==> src/rtl/keccak_pkg.sv <==
// Shared constants, mode encoding and FSM state type for the Keccak message padder.
package keccak_pkg;

    localparam logic [7:0] DS_SHA3   = 8'h06;
    localparam logic [7:0] DS_SHAKE  = 8'h1F;
    localparam logic [7:0] DS_KECCAK = 8'h01;
    localparam logic [7:0] PAD_FINAL = 8'h80;

    typedef enum logic [1:0] {
        MODE_SHA3   = 2'b00,
        MODE_SHAKE  = 2'b01,
        MODE_KECCAK = 2'b10,
        MODE_RSVD   = 2'b11
    } pad_mode_e;

    typedef enum logic {
        ST_ACCEPT = 1'b0,
        ST_FULL   = 1'b1
    } pad_state_e;

    // The reserved encoding falls back to SHA3 so a bad mode still yields a valid digest pad.
    function automatic logic [7:0] domain_byte(input logic [1:0] mode);
        logic [7:0] ds;
        case (pad_mode_e'(mode))
            MODE_SHAKE:  ds = DS_SHAKE;
            MODE_KECCAK: ds = DS_KECCAK;
            default:     ds = DS_SHA3;
        endcase
        return ds;
    endfunction

endpackage

==> src/rtl/keccak_lastword_pad.sv <==
// Combinational last-word padder: keeps the first byte_num message bytes, inserts the
// domain-separation byte right after them and zeroes the rest of the word.
module keccak_lastword_pad #(
    parameter int IN_BYTES = 8
) (
    input  logic [8*IN_BYTES-1:0]         in_word,
    input  logic [$clog2(IN_BYTES)-1:0]   byte_num,
    input  logic [7:0]                    domain,
    output logic [8*IN_BYTES-1:0]         padded
);

    localparam int BN_W = $clog2(IN_BYTES);

    always_comb begin
        padded = '0;
        for (int b = 0; b < IN_BYTES; b++) begin
            if (BN_W'(b) < byte_num) begin
                padded[8*(IN_BYTES-1-b) +: 8] = in_word[8*(IN_BYTES-1-b) +: 8];
            end else if (BN_W'(b) == byte_num) begin
                padded[8*(IN_BYTES-1-b) +: 8] = domain;
            end
        end
    end

endmodule

==> src/rtl/keccak_padder_param.sv <==
// Keccak/SHA-3 rate-block assembler with domain byte and final 0x80 pad bit.
// Define PADDER_MODE_SEL_EN to decode the mode port; otherwise the domain byte is fixed to SHA3.
module keccak_padder_param
    import keccak_pkg::*;
#(
    parameter int RATE_BYTES = 72,
    parameter int IN_BYTES   = 8
) (
    input  logic                          clk,
    input  logic                          reset,
    input  logic [8*IN_BYTES-1:0]         in,
    input  logic                          in_ready,
    input  logic                          is_last,
    input  logic [$clog2(IN_BYTES)-1:0]   byte_num,
    input  logic [1:0]                    mode,
    input  logic                          f_ack,
    output logic                          buffer_full,
    output logic [8*RATE_BYTES-1:0]       out,
    output logic                          out_ready
);

    localparam int WORD_W = 8 * IN_BYTES;
    localparam int BLK_W  = 8 * RATE_BYTES;
    localparam int SLOTS  = RATE_BYTES / IN_BYTES;
    localparam int IDX_W  = (SLOTS > 1) ? $clog2(SLOTS) : 1;
    localparam logic [IDX_W-1:0] LAST_IDX = IDX_W'(SLOTS - 1);

    pad_state_e         state_q, state_d;
    logic [IDX_W-1:0]   idx_q, idx_d;
    logic [BLK_W-1:0]   buf_q, buf_d;
    logic [7:0]         domain;
    logic [WORD_W-1:0]  pad_word;
    logic [WORD_W-1:0]  slot_word;
    logic               accept;
    logic               block_done;

`ifdef PADDER_MODE_SEL_EN
    assign domain = domain_byte(mode);
`else
    logic unused_mode;
    assign unused_mode = ^mode;
    assign domain      = DS_SHA3;
`endif

    keccak_lastword_pad #(
        .IN_BYTES (IN_BYTES)
    ) u_lastword_pad (
        .in_word  (in),
        .byte_num (byte_num),
        .domain   (domain),
        .padded   (pad_word)
    );

    assign accept     = in_ready && (state_q == ST_ACCEPT);
    assign block_done = is_last || (idx_q == LAST_IDX);
    assign slot_word  = is_last ? pad_word : in;

    always_ff @(posedge clk or negedge reset) begin
        if (!reset) begin
            state_q <= ST_ACCEPT;
        end else begin
            state_q <= state_d;
        end
    end

    always_comb begin
        state_d = state_q;
        case (state_q)
            ST_ACCEPT: if (accept && block_done) state_d = ST_FULL;
            ST_FULL:   if (f_ack)                state_d = ST_ACCEPT;
            default:                             state_d = ST_ACCEPT;
        endcase
    end

    always_comb begin
        buffer_full = (state_q == ST_FULL);
        out_ready   = (state_q == ST_FULL);
    end

    // Clearing on ack is what keeps slots past the last word at zero in the next block.
    always_comb begin
        buf_d = buf_q;
        idx_d = idx_q;
        if (state_q == ST_FULL) begin
            if (f_ack) begin
                buf_d = '0;
            end
        end else if (accept) begin
            for (int s = 0; s < SLOTS; s++) begin
                if (idx_q == IDX_W'(s)) begin
                    buf_d[BLK_W-1-s*WORD_W -: WORD_W] = slot_word;
                end
            end
            if (is_last) begin
                buf_d[7:0] = buf_d[7:0] | PAD_FINAL;
            end
            idx_d = block_done ? '0 : idx_q + 1'b1;
        end
    end

    always_ff @(posedge clk or negedge reset) begin
        if (!reset) begin
            buf_q <= '0;
            idx_q <= '0;
        end else begin
            buf_q <= buf_d;
            idx_q <= idx_d;
        end
    end

    assign out = buf_q;

endmodule

==> config.mk <==
export PLATFORM = sky130hd
export DESIGN_NAME = keccak_padder_param
export DESIGN_NICKNAME = d
export VERILOG_FILES = /design/src/rtl/keccak_pkg.sv /design/src/rtl/keccak_lastword_pad.sv /design/src/rtl/keccak_padder_param.sv
export SDC_FILE = /design/constraint.sdc
export NUM_CORES = 1
export LEC_CHECK = 0
export CORE_ASPECT_RATIO = 0.7
export CORE_MARGIN = 4
export CORE_UTILIZATION = 27
export CTS_CLUSTER_DIAMETER = 40
export CTS_CLUSTER_SIZE = 30
export DETAILED_ROUTE_END_ITERATION = 8
export PLACE_DENSITY_LB_ADDON = 0.12
export SLEW_MARGIN = 15
export SYNTH_ARGS = -nofsm -noshare
export SYNTH_HDL_FRONTEND = slang
export SYNTH_SLANG_ARGS = --single-unit
==> constraint.sdc <==
create_clock -name clk -period 3 [get_ports clk]
set_input_delay 0.45 -clock clk [delete_from_list [all_inputs] [get_ports clk]]
set_output_delay 0.45 -clock clk [all_outputs]
set_load 0.02 [all_outputs]
---- After elaboration in Yosys (flattened, before gate mapping) ----
Index checks and enable logic that the tools add are counted.
storage, ports and cells
  register bits after elaboration ......... 581
  output and inout port bits .............. 578
operators by class
  add/subtract/negate cells ............... 1
  magnitude comparators ................... 8
  equality and inequality tests ........... 16
  muxes and demuxes ....................... 34
  bitwise operators ....................... 1
  reduce and logical (&&, ||, !) cells .... 28
operators with widths
  kind                                                  number
  2-to-1 mux 576 bit                                    3
  2-to-1 mux 64 bit                                     10
  2-to-1 mux 8 bit                                      9
  AND reduction 3 bit                                   10
  2-to-1 mux 3 bit                                      8
  nonzero test 2 bit                                    10
  equality test 4 x 3 -> 1 bit (second input constant)  4
  equality test 3 bit (first input constant)            4
  < comparator 3 bit (first input constant)             4
  equality test 4 x 2 -> 1 bit (second input constant)  2
  equality test 2 x 3 -> 1 bit (first input constant)   2
  < comparator 1 x 3 -> 1 bit (first input constant)    2
  < comparator 2 x 3 -> 1 bit (first input constant)    2
  adder 4 x 1 -> 4 bit (second input constant)          1
  equality test 4 x 1 -> 1 bit (second input constant)  1
  equality test 4 bit (second input constant)           1
  zero test 4 bit                                       1
  2-to-1 mux 4 bit                                      1
  AND reduction 2 bit                                   2
  equality test 1 x 3 -> 1 bit (first input constant)   1
  zero test 3 bit                                       1
  nonzero test 3 bit                                    1
  logical AND 1 bit                                     2
  2-to-1 mux 1 bit                                      2
  4 further kinds                                       4

---- Logic depth before layout (Yosys ltp) ----
Gate-level depths: netlist of the first run.
  depth in word-level cells ............... 8
  gate-level depth with buffers ........... 7
  mapped depth without buffers ............ 5

---- Modules after synthesis ----
A second synthesis of the first run with hierarchy kept.
second synthesis, totals
  cells, all modules ...................... 2224
  area, all modules ....................... 25813.5 µm²
by module, submodules not included
  module               instances  cells an instance  area an instance (µm²)
  keccak_padder_param  1          2048               24750.0
  keccak_lastword_pad  1          176                1063.5

---- Worst setup path after synthesis of the first run ----
No wires, ideal clock.
  kind .................................... flip-flop to flip-flop
  start point ............................. reg idx_q[0]
  end point ............................... reg buf_q[10] (netlist: out[10])
  library setup time ...................... 0.125 ns
  arrival time ............................ 1.977 ns
  data required time ...................... 2.875 ns
  path slack .............................. 0.899 ns
  cell stages (with the launch flop) ...... 8
  path buffers ............................ 2
  cell sequence ........................... dfrtp_1 > inv_1 > ha_1 > buf_2 > nand3b_1 > o21ai_2 > buf_6 > mux2_2
between the ends
  longest elaborated chain between the ends .. 3
ends and longest elaborated chain
  element                        line                        RTL
  start: declaration             keccak_padder_param.sv:29   logic [IDX_W-1:0] idx_q, idx_d;
  start signal: assignment       keccak_padder_param.sv:107  idx_q <= idx_d;
  equality test 4 bit            keccak_padder_param.sv:90   if (idx_q == IDX_W'(s)) begin
  nonzero test 2 bit (no line)   n/a
  AND reduction 3 bit (no line)  n/a
  end signal: assignment         keccak_padder_param.sv:106  buf_q <= buf_d;
  end: declaration               keccak_padder_param.sv:30   logic [BLK_W-1:0] buf_q, buf_d;
Every way passes these cells.
A chain may end at the register's enable or synchronous reset.

---- Worst setup path in the final report of the first run ----
  start point ............................. reg state_q (netlist: buffer_full)
  end point ............................... out out_ready
RTL lines
  element                   line                       RTL
  start: declaration        keccak_padder_param.sv:28  pad_state_e state_q, state_d;
  start signal: assignment  keccak_padder_param.sv:62  state_q <= state_d;
  end: declaration          keccak_padder_param.sv:19  output logic out_ready
No word-level cell between the ends.

==> results of run 1 <==
-- synth_stat cells, types with 15 or more instances --
master | number | share of area (%)
dfrtp_1 | 581 | 64
mux2_2 | 481 | 24
o2bb2ai_1 | 54 | 2.1
buf_6 | 29 | 1.4
nor3b_1 | 24 | 0.79
buf_4 | 22 | 0.73
mux2_1 | 22 | 1.1
inv_1 | 21 | 0.35
a21oi_1 | 20 | 0.44
clkbuf_1 | 20 | 0.33
o211ai_1 | 18 | 0.59
o31ai_1 | 18 | 0.59
nand2b_1 | 15 | 0.41
-- through the flow --
| step | setup WS, ps | cells | power, W | hold WS [ps] | util (%) |
|---|---|---|---|---|---|
| after global placement | 119 | 3206 | 0.0275 | 470 | 37.5 |
| final | 330 | 3363 | 0.0374 | 396 | 41.1 |
| after CTS | 263 | 3354 | 0.0379 | 400 | 41.0 |
| after floorplan | 899 | 1423 | 0.0193 | 154 | - |
| after global routing | 227 | 3356 | 0.0390 | 414 | 41.1 |
| after detailed placement | 79.3 | 3206 | 0.0276 | 471 | 37.6 |
-- sequential cells by signal (all words and copies together), names as in the netlist --
name,flops
idx_q,4
buffer_full,1
out,576
-- power groups by stage --
stage,combinational [W],sequential (W),clock (W)
finish,0.0150,0.0122,0.0101
global route,0.0158,0.0126,0.0107
CTS,0.0153,0.0123,0.0103
detailed placement,0.0152,0.0124,0
global placement,0.0152,0.0123,0
floorplan,0.00364,0.0156,0
-- path summary, 6_finish.rpt --
path | to | from | cells past startpoint | slack (ps)
worst min-delay path | out[368] | reset | 2 | 400
worst max register to register | out[55] | idx_q[0] | 6 | 530
worst max-delay path | out_ready | buffer_full | 2 | 330
min in group clk | buffer_full | f_ack | 3 | 450
max in group asynchronous | out[175] | reset | 4 | 1640
worst min register to register | out[69] | out[69] | 1 | 490
-- kinds of logic (layout without fill, tap and decap cells) --
| logic type | Yosys count | count (layout) |
|---|---|---|
| xor gates and xnor gates | 1 | 1 |
| buffers and inverters | 106 | 912 |
| adders and majority gates | 4 | 4 |
| AOI/OAI and AO/OA | 142 | 142 |
| DFF | 581 | 581 |
| other | 0 | 9 |
| and+or+nand+nor | 83 | 83 |
| muxes | 506 | 506 |
-- per-layer routing --
layer	vias to the layer above	part of all wire, %	GRT usage [%]
li1	6666	-	-
met1	8003	42	24.0
met2	430	47	29.7
met3	121	7.5	5.54
met4	8	2.7	5.55
met5	-	0.066	0
-- cell type report --
type | instances | area share [%]
Sequential cell | 581 | 42.7
Inverter | 22 | 0.242
Clock buffer | 94 | 6.11
Tap cell | 1125 | 4.13
Timing Repair Buffer | 743 | 22.2
Clock inverter | 53 | 2.32
Multi-Input combinational cell | 736 | 22.3
Antenna cell | 9 | 0.0661
-- timing repair --
action / 4_1_cts / 5_1_grt
endpoints found under the hold margin: 53 / 0
setup buffers: 0 / 0
hold buffers: 1 / 0
==> out/results.tsv, run 1 <==
stage	metric	value	unit
status	run_status	completed	
sta	max_freq	374	MHz
cts	cts.clk_slew.worst_paths	70	ps
pwr	power_frac_seq	32.8	%
synth	synthFlopType	dfrtp_1	
worst_setup_path	worstPathArrival	2220	ps
global_route	grt_max_degree	78	
floorplanning	ios	652	
finish	syn_to_final_growth	50.0	%
synth	synth-seq-area-share	64.0	%
synth	synth-seq-cells	581	
routing	vias_per_cell	4.53	
finish	fin_area	34100	µm²
cts	htreeDepth	3	
synth	synth-compound-area-share	5.05	%
synth	ys_types	47	
sta	worst_slew_pin_slew	1130	ps
finish	final_common_cell	clkdlybuf4s50_1	
routing	drc	0	
worst_setup_path	critical_path_required	2550	ps
routing	drt_first_pass_iters	4	
finish	n_fill_cell	7673	
cts	clkLatencyLatePin	650	ps
pwr	p_sw_share	35.4	%
synth	synthCells	1423	
worst_setup_path	crit_chain	buf_4 -> clkdlybuf4s50_1	
pwr	total_leakage_power	15.0	nW
pwr	power_frac_clock	27.0	%
sta	period_minus_slack	2670	ps
pwr	comb_power_share	40.2	%
sta	fin_skew	51.5	ps
worst_setup_path	crit_slowest_cell	clkdlybuf4s50_1	
pwr	p_per_area	1100	nW/µm²
placement	globalplace.congestion	0.774	
worst_setup_path	worst-path-buf-inv	2	
routing	vias	15228	
pwr	ir_drop	0.545	mV
synth	synth_top_family_by_area	multiplexers	
global_route	grt_pass1_wl	121000	µm
placement	postPlaceCellArea	31100	µm²
floorplanning	rows	88	
synth	synthAdderAreaFrac	0.220	%
placement	port_buffers	649	
worst_setup_path	crit_path_start_kind	flop	
sta	worst_slew_margin_rel	24.3	%
worst_setup_path	cpPeakStageDelay	670	ps
routing	wl	83700	µm
finish	layout_common_cells	647 x clkdlybuf4s50_1, 580 x dfrtp_1, 481 x mux2_2	
synth	synth-edff-count	0	
synth	synth_mux_area_share	25.1	%
floorplanning	die-area	88900	µm²
finish	nNetsFinal	2242	
floorplanning	dieWidth	355	µm
sta	hold_viol_final	0	
worst_hold_path	hp-class	in -> async	
synth	synth_xor_area_share	0.0385	%
floorplanning	start_util	27.4	%
job	cap_violations	0	
synth	synth_fp_nets	1501	
sta	setup_viol_count_final	0	
sta	timing.final.max_slew_violations	0	
routing	drt-initial-drc-count	702	
synth	syn_avg_cell_area	16.0	µm²
routing	wl_per_cell	24.9	µm
sta	fin_crit_sh	89.0	%
global_route	grt_pass1_vias	16506	
floorplanning	coreArea	82900	µm²
worst_setup_path	cp-end-kind	output pin	
pwr	power_switching	0.0133	W
global_route	antenna_found_initial	10	
cts	numCtsBuffers	80	
cts	cts.sinks	581	
cts	ctsResizeCount	0	
worst_setup_path	cp_max_fo	25	
routing	drtAntennaViolNets	0	
finish	seqCellArea	14500	µm²
floorplanning	die_h	251	µm
sta	fin_tns_setup	0	ps
worst_setup_path	path_delay_family	buffers and inverters	
pwr	internal-power	0.0241	W
finish	drive_above_1_share	33.7	%
global_route	grt.overflow.total	0	
placement	hpwl	60400	µm
synth	synth-simple-area-share	2.51	%
sta	rsz0062_at_grt	no	
global_route	grtUsageTotal	18.4	%
cts	clock_path_buffers	3	
cts	cts_root_buf	clkbuf_16	
synth	synth-async-reset-ratio	100	%
worst_setup_path	path_class	reg -> out	
cts	cts_tree	built	
synth	yosysWarnings	0	
finish	multi_input_comb_area	7600	µm²
synth	syn_area	22700	µm²
Note: power is estimated with default switching activity, not from simulation.
==> inputs of run 2 (changes only) <==
CTS_CLUSTER_SIZE = 12   (was 30)
==> out/results.tsv, run 2 (synthesis results as in run 1) <==
stage	metric	value	unit
placement	port_buffers	649	
finish	syn_to_final_growth	50.3	%
sta	worst_slew_margin_rel	25.6	%
routing	routed-wl-met2	39700	µm
floorplanning	ios	652	
cts	clock_path_buffers	3	
routing	wl_per_cell	24.9	µm
job	cap_violations	0	
sta	timing.final.max_slew_violations	0	
routing	wl_met3	5520	µm
worst_setup_path	worstPathArrival	2190	ps
sta	hold_ws	403	ps
worst_setup_path	reg2reg_slack	560	ps
worst_setup_path	path_class	reg -> out	
sta	fin_skew	27.6	ps
global_route	grt.overflow.total	0	
routing	vias_per_cell	4.53	
floorplanning	coreArea	82900	µm²
global_route	grt_max_degree	78	
cts	cts_tree	built	
cts	cts.clk_slew.worst_paths	60	ps
cts	cts.sinks	581	
finish	largest_reg_flops	576	
sta	hold_viol_final	0	
routing	drc	0	
placement	hpwl	60400	µm
sta	rsz0062_at_grt	no	
routing	wl	83700	µm
worst_setup_path	r2r-end	out[55]	
worst_setup_path	cp-end-kind	output pin	
sta	setup_viol_count_final	0	
worst_hold_path	hp-class	in -> async	
placement	globalplace.congestion	0.774	
cts	numCtsBuffers	82	
sta	worst_slew_pin_slew	1110	ps
cts	htreeDepth	3	
floorplanning	rows	88	
sta	fin_crit_sh	87.9	%
finish	nNetsFinal	2244	
cts	clkLatencyLatePin	620	ps
floorplanning	die_h	251	µm
worst_setup_path	r2r-start	idx_q[0]	
global_route	grt_pass1_wl	121000	µm
global_route	grt_pass1_vias	16508	
routing	top_layer	met5	
cts	ctsResizeCount	0	
sta	period_minus_slack	2640	ps
status	run_status	completed	
cts	cts_setup_buffers	0	
routing	vias	15223	
floorplanning	dieWidth	355	µm
worst_setup_path	cp_max_fo	25	
worst_setup_path	critical_path_required	2550	ps
worst_setup_path	reg2regPathDepth	6	
finish	drive_above_1_share	33.6	%
routing	drt-initial-drc-count	616	
floorplanning	die-area	88900	µm²
global_route	antenna_found_initial	10	
sta	max_freq	379	MHz
worst_setup_path	crit_path_start_kind	flop	
pwr	power	0.0376	W
routing	drt_first_pass_iters	5	
cts	cts_root_buf	clkbuf_16	
global_route	grtUsageTotal	18.4	%
finish	layout_common_cells	647 x clkdlybuf4s50_1, 580 x dfrtp_1, 481 x mux2_2	
pwr	ir_drop	0.566	mV
pwr	p_per_area	1100	nW/µm²
sta	fin_tns_setup	0	ps
routing	met1_length	36300	µm
routing	drtAntennaViolNets	0	
floorplanning	start_util	27.4	%
finish	final_common_cell	clkdlybuf4s50_1	
pwr	total_leakage_power	15.0	nW
==> run 2: changes by cell type in the layout (fill, tap and decap cells not counted), sizes merged <==
cell,previous run,this run
inv,41,30
clkbuf,94,100
bufinv,11,14
diode,9,6
clkinvlp,2,3
==> run 2: cell type report <==
cell class | instances | area, µm²
Antenna cell | 6 | 15.0
Clock buffer | 100 | 2170
Clock inverter | 46 | 777
Fill cell | 7667 | 48800
Inverter | 22 | 82.6
Multi-Input combinational cell | 736 | 7600
Sequential cell | 581 | 14500
Tap cell | 1125 | 1410
Timing Repair Buffer | 743 | 7550
==> run 2: how the worst max path moves through the flow <==
stage	from	endpoint	slack [ps]	cells past startpoint
after CTS	buffer_full	out_ready	290	2
final	buffer_full	out_ready	360	2
after floorplan	idx_q[0]	out[10]	900	7
after global routing	buffer_full	out_ready	260	2
after global placement	byte_num[0]	out[30]	120	5
after detailed placement	byte_num[0]	out[350]	80	5
==> run 2: power breakdown <==
part / total (W) / internal, W / switching [W] / leakage, nW
registers: 0.0123 / 0.0107 / 0.00159 / 7.52
logic: 0.0150 / 0.00736 / 0.00769 / 6.09
clock network: 0.0103 / 0.00647 / 0.00384 / 1.42
total: 0.0376 / 0.0245 / 0.0131 / 15.0
==> run 2: repair_timing <==
item,4_1_cts,5_1_grt
hold endpoints to repair,53,0
hold buffers,1,0
setup endpoints to repair,0,0
==> run 2: routing by layer <==
layer | vias to the layer above | track usage, %
met5 | - | 0
met4 | 8 | 5.46
met3 | 118 | 5.60
met2 | 434 | 29.6
met1 | 8008 | 24.0
li1 | 6655 | -
==> run 2: worst max-delay path: stages, from the launching register on <==
cell and delay [ps]:
dfrtp_4 530, buf_4 350, clkdlybuf4s50_1 670
==> run 2: per-stage QoR <==
stage                     instance area, µm²  cells  util [%]  setup WS (ps)
after floorplan                        22700   1423         -            899
after global placement                 31100   3206      37.5            119
after detailed placement               31100   3206      37.6           79.3
after CTS                              34100   3353      41.1            292
after global routing                   34100   3355      41.2            260
final                                  34200   3359      41.2            364
